<file path="config.mk">
export PLATFORM = sky130hd
export DESIGN_NAME = gold_nic
export DESIGN_NICKNAME = d
export VERILOG_FILES = /design/src/rtl/gold_nic.sv
export SDC_FILE = /design/constraint.sdc
export NUM_CORES = 1
export LEC_CHECK = 0
export CAP_MARGIN = 20
export CORE_ASPECT_RATIO = 0.9
export CORE_MARGIN = 3
export CORE_UTILIZATION = 40
export DETAILED_ROUTE_END_ITERATION = 12
export PLACE_DENSITY = 0.74
export SKIP_LAST_GASP = 1
export SLEW_MARGIN = 40
export SYNTH_ARGS = -nofsm -noshare
export SYNTH_HDL_FRONTEND = slang
export SYNTH_SLANG_ARGS = --single-unit
</file>
<file path="constraint.sdc">
create_clock -name clk -period 7.3 [get_ports clk]
set_clock_uncertainty 0.05 [all_clocks]
set_input_delay 1.46 -clock clk [delete_from_list [all_inputs] [get_ports clk]]
set_output_delay 1.46 -clock clk [all_outputs]
set_load 0.02 [all_outputs]
</file>
<file path="src/rtl/gold_nic.sv">
// Network interface between one processing element and a router port.
// Holds a single-entry outbound buffer and a single-entry inbound buffer, each with a full flag.
module gold_nic #(
    parameter int DATA_W = 64
) (
    input  logic              clk,
    input  logic              reset,
    input  logic [1:0]        addr,
    input  logic [DATA_W-1:0] d_in,
    output logic [DATA_W-1:0] d_out,
    input  logic              nicEn,
    input  logic              nicWrEn,
    output logic              net_so,
    input  logic              net_ro,
    output logic [DATA_W-1:0] net_do,
    input  logic              net_polarity,
    input  logic              net_si,
    output logic              net_ri,
    input  logic [DATA_W-1:0] net_di
);

    localparam logic [1:0] ADDR_IBUF = 2'b00;
    localparam logic [1:0] ADDR_ISTS = 2'b01;
    localparam logic [1:0] ADDR_OBUF = 2'b10;
    localparam logic [1:0] ADDR_OSTS = 2'b11;
    localparam int         VC_BIT    = DATA_W - 1;

    logic [DATA_W-1:0] obuf;
    logic [DATA_W-1:0] ibuf;
    logic              ofull;
    logic              ifull;

    logic              rd_en;
    logic              wr_accept;
    logic              rx_accept;
    logic              ibuf_drain;
    logic [DATA_W-1:0] rd_data;

    // A packet only leaves when the router's current polarity matches its virtual channel.
    assign net_so = ~reset & ofull & net_ro & (obuf[VC_BIT] == net_polarity);
    assign net_do = obuf;
    assign net_ri = ~reset & ~ifull;

    assign rd_en      = nicEn & ~nicWrEn;
    assign wr_accept  = nicEn & nicWrEn & (addr == ADDR_OBUF) & ~ofull;
    assign rx_accept  = net_si & net_ri;
    assign ibuf_drain = rd_en & (addr == ADDR_IBUF) & ifull;

    always_comb begin
        rd_data = '0;
        case (addr)
            ADDR_IBUF: rd_data = ibuf;
            ADDR_ISTS: rd_data = {{(DATA_W-1){1'b0}}, ifull};
            ADDR_OBUF: rd_data = '0;
            ADDR_OSTS: rd_data = {{(DATA_W-1){1'b0}}, ofull};
            default:   rd_data = '0;
        endcase
    end

    // Outbound: a send clears ofull; a write in the send cycle sees ofull=1 and is dropped.
    always_ff @(posedge clk or posedge reset) begin
        if (reset) begin
            obuf  <= '0;
            ofull <= 1'b0;
        end else if (net_so) begin
            ofull <= 1'b0;
        end else if (wr_accept) begin
            obuf  <= d_in;
            ofull <= 1'b1;
        end
    end

    // Inbound: arrival and drain are exclusive since arrival requires ifull=0.
    always_ff @(posedge clk or posedge reset) begin
        if (reset) begin
            ibuf  <= '0;
            ifull <= 1'b0;
        end else if (rx_accept) begin
            ibuf  <= net_di;
            ifull <= 1'b1;
        end else if (ibuf_drain) begin
            ifull <= 1'b0;
        end
    end

    always_ff @(posedge clk or posedge reset) begin
        if (reset) begin
            d_out <= '0;
        end else if (rd_en) begin
            d_out <= rd_data;
        end
    end

endmodule
</file>
==> results of run 1 <==
where the power goes:
part / leakage [nW] / internal [mW] / total (mW) / switching [mW]
clock: 0.292 / 0.533 / 0.947 / 0.414
combinational: 2.01 / 0.842 / 1.43 / 0.590
sequential: 2.42 / 1.49 / 1.72 / 0.233
state kept, by name, summed over array words and instances (netlist names):
name    count
ibuf       64
ifull       1
net_do     64
d_out      64
ofull       1
synth_stat cells, drive strengths merged:
library cell  number
a21oi              2
nor3               2
dfrtp            194
mux2             129
a22o              63
nand2b             1
buf               25
nand2              1
o21bai             1
xor2               1
nor2               3
a221oi             1
nand4b             1
clkbuf             1
inv                4
and2               1
final cells by class:
class | instances | area share
sequential | 194 | 0.446
timing repair buffer | 275 | 0.255
multi-input combinational | 206 | 0.213
clock buffer | 20 | 0.0420
tap | 240 | 0.0276
clock inverter | 11 | 0.0131
inverter | 4 | 0.00253
worst max path at each step:
stage	startpoint	to	cells past startpoint
after floorplan	reset	d_out[0]	1
after detailed placement	reset	net_so	3
after CTS	reset	net_so	3
final	reset	net_so	3
after global placement	net_polarity	net_so	4
after global routing	reset	net_so	3
kinds of logic after synthesis:
group           Yosys count  synth area share
buf+inv                  30            0.0291
flops                   194             0.657
compound gates           67            0.0783
xor+xnor                  1           0.00119
mux                     129             0.222
simple gates              9            0.0120
critical path, stage by stage:
cell             delay, ns
clkdlybuf4s50_1       0.57
nor3_1                0.34
clkdlybuf4s50_1       0.66
metal layers:
metal	wire [µm]	vias to the layer above
met5	0	-
met1	7710	2348
met3	1390	15
met4	162	0
li1	-	2101
met2	8370	169
metrics by stage:
stage | total power, mW | instance area, µm² | util | std cells
6_report | 4.10 | 10900 | 0.610 | 950
5_1_grt | 4.32 | 10900 | 0.610 | 950
4_1_cts | 4.16 | 10900 | 0.609 | 949
3_5_place_dp | 3.19 | 10300 | 0.575 | 918
3_3_place_gp | 3.13 | 10200 | 0.571 | 914
2_1_floorplan | 2.49 | 7390 | - | 430
==> metrics.txt, run 1 <==
status completed; Sequential Area 4850 µm²; clk_lat worst skew 0.42 ns; M3 GR Usage 0.0604; Synth Cell Area 7390 µm²; r2r setup slk 5.27 ns; Final Worst Setup Slack 2.76 ns; drt total wl 17600 µm; Yosys top cell area share 0.657; worst path required time 5.79 ns; gate count after technology mapping 430; num ports 267; vias in the first global route 5121; initial antenna violation count 0; hold path startpoint ibuf[40]; syn avg cell area 17.2 µm²; DR iter-0 viols 169; clk sinks 194; final setup violation count 0; area delta synth->final 47.3%; Distinct cells, synth 23; reg-to-reg critical path endpoint net_do[60]; Hold-fix buffers, CTS 0; die extent in y 135 µm; DR vias/cell 4.88; total grt overflow 0; TritonCTS clock tree done; multi-input logic area 2320 µm²; hold path depth 1; GRT met1 Usage 0.234; post-DP HPWL 12300 µm; Total Routing Usage GR 0.176; diode count 0; Final Hold Fails 0; core area 17800 µm²; PostCTS Resize Cnt 0; PortBufs 266; Yosys top cell by area dfrtp_1; GR Layer Usage met2 0.279; setup bufs post-CTS 0; upper clock frequency limit 220 MHz; most common cell after layout, fill and taps aside clkdlybuf4s50_1; #FFs+latches synth 194; R2R Path Start ofull; routed via count 4633; maximum buffer depth of the clock tree 2; WL per Instance 18.6 µm; most frequent cells in the layout 266 x clkdlybuf4s50_1, 194 x dfrtp_1, 69 x mux2_2; worst setup path class input pin to output port; cts bufs inserted 17; crit path launch type input pin; global route hottest layer met2; synth warn 0; slew margin rel. 0.500; Critical Path End Type output port; chip width 149 µm; CTS root buf clkbuf_16; Arr. time, crit path 3.03 ns; Hold Crit Class flop to flop; Max Cap Viol 0; DR DRC count 0; post-layout net count 835; Initial DRT Pass Iterations 4; RSZ-0062 raised after global routing no; Final Max Tran Viols 0; Syn Nets 567; pin count of the biggest net entering global routing 136; Worst Reg-to-Reg Cells 4; pre-CTS setup slack 2.76 ns; Hold Slack 0.436 ns; # rows 46; pwr dens 377 nW/µm²; Pleak 4.72 nW; GP Congestion 0.793; layout cells sized above 1 0.231; Hold EP d_out[40]; die area 20100 µm²; top post-synthesis cells by area dfrtp_1 66%, mux2_2 11%, mux2_4 10%, a22o_1 7.5%, mux2_1 1.5%; share of the yosys chip area belonging to registers 0.657; first-pass GRT wire length 28000 µm; Reg clk slew, reported paths 0.07 ns; Worst VDD drop 177 µV; Worst Path Max Fanout 3; clock period minus worst slack 4.54 ns; initial core utilization 0.414; filler instances 1341; H-Tree Depth 4; part of the cycle the worst path needs 0.623; setup TNS 0 ns; Post-DRT Antenna Nets 0; Slew @ Worst Pin 0.750 ns
No activity file was read; power rests on OpenSTA's default activity.
==> run 2: changes to the inputs <==
--- a/config.mk
+++ b/config.mk
@@ -10,7 +10,7 @@
 export CORE_MARGIN = 3
 export CORE_UTILIZATION = 40
 export DETAILED_ROUTE_END_ITERATION = 12
-export PLACE_DENSITY = 0.74
+export PLACE_DENSITY = 0.77
 export SKIP_LAST_GASP = 1
 export SLEW_MARGIN = 40
 export SYNTH_ARGS = -nofsm -noshare
==> constraint.sdc (replaced) <==
create_clock -name clk -period 3.9 [get_ports clk]
set_clock_uncertainty 0.05 [all_clocks]
set_input_delay 0.78 -clock clk [delete_from_list [all_inputs] [get_ports clk]]
set_output_delay 0.78 -clock clk [all_outputs]
set_load 0.02 [all_outputs]
==> metrics.txt, run 2 (synthesized netlist as in run 1, its figures left out) <==
initial core utilization 0.414; r2r setup slk 1.87 ns; worst setup path class input pin to output port; layout cells sized above 1 0.233; drt total wl 18400 µm; total grt overflow 0; die extent in y 135 µm; GP Congestion 0.773; area delta synth->final 47.0%; RSZ-0062 raised after global routing no; Slew @ Worst Pin 0.723 ns; core area 17800 µm²; clk_lat worst skew 0.42 ns; most common cell after layout, fill and taps aside clkdlybuf4s50_1; setup TNS 0 ns; Worst Path Max Fanout 2; PortBufs 266; Arr. time, crit path 2.28 ns; DR DRC count 0; clock period minus worst slack 3.11 ns; PostCTS Resize Cnt 0; Post-Place Cells 920; Total Routing Usage GR 0.186; final instance count without filler cells 952; crit path from net_polarity; Hold-fix buffers, CTS 0; cts bufs inserted 17; Pleak 4.71 nW; crit path launch type input pin; DR vias/cell 4.95; reg-to-reg critical path endpoint ibuf[4]; vias in the first global route 5179; Hold Slack 0.436 ns; Max Cap Viol 0; filler instances 1350; Final Hold Fails 0; slew margin rel. 0.518; Post-DRT Antenna Nets 0; R2R Path Start ifull; TritonCTS clock tree done; num ports 267; chip width 149 µm; DR iter-0 viols 124; pwr dens 698 nW/µm²; initial antenna violation count 0; status completed; Hold Crit Class flop to flop; diode count 0; H-Tree Depth 4; # rows 46; Worst VDD drop 277 µV; clk sinks 194; Critical Path End Type output port; post-DP HPWL 13100 µm; pin count of the biggest net entering global routing 63; worst path required time 3.07 ns; Design Power 7.58 mW; CTS root buf clkbuf_16; part of the cycle the worst path needs 0.797; setup bufs post-CTS 0; Final Max Tran Viols 0; Initial DRT Pass Iterations 4; Reg clk slew, reported paths 0.07 ns; post-layout net count 836; WL per Instance 19.3 µm; first-pass GRT wire length 29300 µm; worst setup path endpoint net_so; final setup violation count 0; most frequent cells in the layout 266 x clkdlybuf4s50_1, 194 x dfrtp_1, 69 x mux2_2; maximum buffer depth of the clock tree 2; routed via count 4717; die area 20100 µm²; Worst Reg-to-Reg Cells 4; upper clock frequency limit 322 MHz
-- run 2: changes by cell type in the layout (fill, tap and decap cells not counted), sizes merged --
cell      change
clkinvlp      +1
clkbuf        -1
bufinv        -2
clkinv        +7
inv           -4
buf           +1
-- run 2: worst min-delay path by stage --
stage / startpoint / end / depth (start not counted)
global route: ibuf[49] / d_out[49] / 1
global placement: net_do[51] / net_do[51] / 1
floorplan: ibuf[59] / d_out[59] / 1
finish: ibuf[35] / d_out[35] / 1
detailed placement: ibuf[35] / d_out[35] / 1
CTS: ibuf[35] / d_out[35] / 1
-- run 2: where the power goes --
group | internal, mW | switching (mW) | leakage [nW]
registers | 2.79 | 0.450 | 2.42
logic | 1.58 | 1.12 | 2.01
clock network | 0.859 | 0.787 | 0.276
total | 5.23 | 2.35 | 4.71
-- run 2: cell type report --
cell class / count / area [µm²] / area share
inverter: 4 / 18.8 / 0.00173
timing repair buffer: 276 / 2800 / 0.258
clock inverter: 13 / 124 / 0.0114
sequential: 194 / 4850 / 0.447
clock buffer: 19 / 443 / 0.0408
multi-input combinational: 206 / 2320 / 0.214
tap: 240 / 300 / 0.0276
-- run 2: through the flow --
stage / util / cell area [µm²] / setup WS [ns]
after detailed placement: 0.577 / 10300 / 0.777
after global routing: 0.609 / 10900 / 0.686
after floorplan: - / 7390 / 0.566
after CTS: 0.609 / 10900 / 0.767
final: 0.609 / 10900 / 0.792
after global placement: 0.577 / 10300 / 0.782
-- run 2: worst max-delay path: stages --
cell             delay, ns
clkdlybuf4s50_1       0.43
xor2_1                0.17
nor3_1                0.24
clkdlybuf4s50_1       0.65
-- run 2: metal layers --
metal  vias to the layer above  global-route usage  wire, µm
met1                      2399               0.245      7800
met5                         -                   0         0
met4                         0              0.0569       291
met3                        22              0.0540      1260
li1                       2109                   -         -
met2                       187               0.300      9040
==> run 3: changes to the inputs <==
--- a/config.mk
+++ b/config.mk
@@ -10,7 +10,7 @@
 export CORE_MARGIN = 3
 export CORE_UTILIZATION = 40
 export DETAILED_ROUTE_END_ITERATION = 12
-export PLACE_DENSITY = 0.77
+export PLACE_DENSITY = 0.74
 export SKIP_LAST_GASP = 1
 export SLEW_MARGIN = 40
 export SYNTH_ARGS = -nofsm -noshare
==> constraint.sdc (replaced) <==
create_clock -name clk -period 3.1 [get_ports clk]
set_clock_uncertainty 0.05 [all_clocks]
set_input_delay 0.62 -clock clk [delete_from_list [all_inputs] [get_ports clk]]
set_output_delay 0.62 -clock clk [all_outputs]
set_load 0.02 [all_outputs]
==> metrics.txt, run 3 (synthesized netlist as in run 1, its figures left out) <==
post-DP HPWL 12900 µm; Slew @ Worst Pin 0.524 ns; Placed Instance Area 10300 µm²; cts bufs inserted 17; area delta synth->final 47.4%; Top delay family on crit path buffers and inverters; filler instances 1354; Sw Pwr 2.96 mW; GP Congestion 0.763; layout cells sized above 1 0.239; Final Hold Fails 0; upper clock frequency limit 352 MHz; # rows 46; Reg power frac 0.424; pwr dens 880 nW/µm²; Comb power frac 0.352; Pleak 4.73 nW; clock network power share 0.223; first-pass GRT wire length 28800 µm; pre-CTS setup slack 0.275 ns; Hold-fix buffers, CTS 0; final setup violation count 0; routed via count 4734; Critical Path, Cell by Cell clkdlybuf4s50_1 > nor3_1 > clkdlybuf4s50_1; Max Cap Viol 0; post-route cell area 10900 µm²; Hold Crit Class flop to flop; DR iter-0 viols 168; PostCTS Resize Cnt 0; DR vias/cell 4.95; Post-DRT Antenna Nets 0; setup bufs post-CTS 0; RSZ-0062 raised after global routing no; worst path required time 2.43 ns; Total Routing Usage GR 0.181; initial antenna violation count 0; total grt overflow 0; clk sinks 194; core area 17800 µm²; PortBufs 266; crit path launch type input pin; Worst VDD drop 370 µV; Critical Path Max Stage Delay 0.67 ns; Initial DRT Pass Iterations 6; worst setup path class input pin to output port; WL per Instance 18.9 µm; most frequent cells in the layout 266 x clkdlybuf4s50_1, 194 x dfrtp_1, 69 x mux2_2; diode count 0; slew margin rel. 0.650; TritonCTS clock tree done; Design Power 9.58 mW; initial core utilization 0.414; die extent in y 135 µm; pin count of the biggest net entering global routing 80; Critical Path End Type output port; Reg clk slew, reported paths 0.07 ns; Sw Share 0.309; maximum buffer depth of the clock tree 2; clk_lat worst skew 0.42 ns; vias in the first global route 5127; Top cell by count, worst path clkdlybuf4s50_1; DR DRC count 0; CTS root buf clkbuf_16; Arr. time, crit path 2.17 ns; Sequential Area 4850 µm²; most common cell after layout, fill and taps aside clkdlybuf4s50_1; status completed; Hold Slack 0.437 ns; num ports 267; die area 20100 µm²; Final Worst Setup Slack 0.256 ns; internal power 6.62 mW; post-layout net count 840; multi-input logic area 2320 µm²; Worst Path Max Fanout 3; clock period minus worst slack 2.84 ns; drt total wl 18000 µm; chip width 149 µm; Slowest-stage cell, CP clkdlybuf4s50_1; part of the cycle the worst path needs 0.918; H-Tree Depth 4; Final Max Tran Viols 0; Buf/Inv on CP 2
==> run 3: path summary, 6_finish.rpt <==
kind | from | end | slack [ns] | cells past startpoint
max reg2reg | ofull | net_do[29] | 1.43 | 3
max in group asynchronous | reset | d_out[39] | 1.52 | 3
max | reset | net_so | 0.26 | 3
min reg2reg | net_do[52] | net_do[52] | 0.44 | 1
min | net_do[52] | net_do[52] | 0.44 | 1
min in group asynchronous | reset | ibuf[55] | 0.71 | 2
==> run 3: layout make-up <==
type / count / share of cell area
Sequential cell: 194 / 0.446
Timing Repair Buffer: 280 / 0.259
Multi-Input combinational cell: 206 / 0.213
Clock buffer: 20 / 0.0429
Tap cell: 240 / 0.0276
Clock inverter: 12 / 0.0101
Inverter: 4 / 0.00172
==> run 3: worst register-to-register path: cells and delay by family (launching register included) <==
family                 cells  cell delay, ns
muxes                      1            0.33
and+or+nand+nor            1            0.39
DFF                        1            0.48
buffers and inverters      1            0.30
==> run 3: power by group through the flow <==
stage          clock network (mW)  registers (mW)  logic [mW]
2_1_floorplan                   0            4.68        1.20
3_3_place_gp                    0            4.06        3.32
3_5_place_dp                    0            4.12        3.41
4_1_cts                      2.19            4.08        3.42
5_1_grt                      2.31            4.19        3.57
6_report                     2.14            4.07        3.38
==> run 3: metrics by stage <==
step,cells,utilization,TNS (ns)
after CTS,956,0.610,0
after global routing,956,0.610,0
after floorplan,430,-,-14.44
after detailed placement,924,0.578,0
after global placement,924,0.578,0
final,956,0.610,0
==> run 3: metal layers <==
metal	GRT usage	part of all wire
met5	0	0
met4	0.0366	0.0075
met3	0.0718	0.086
met2	0.297	0.49
met1	0.231	0.41
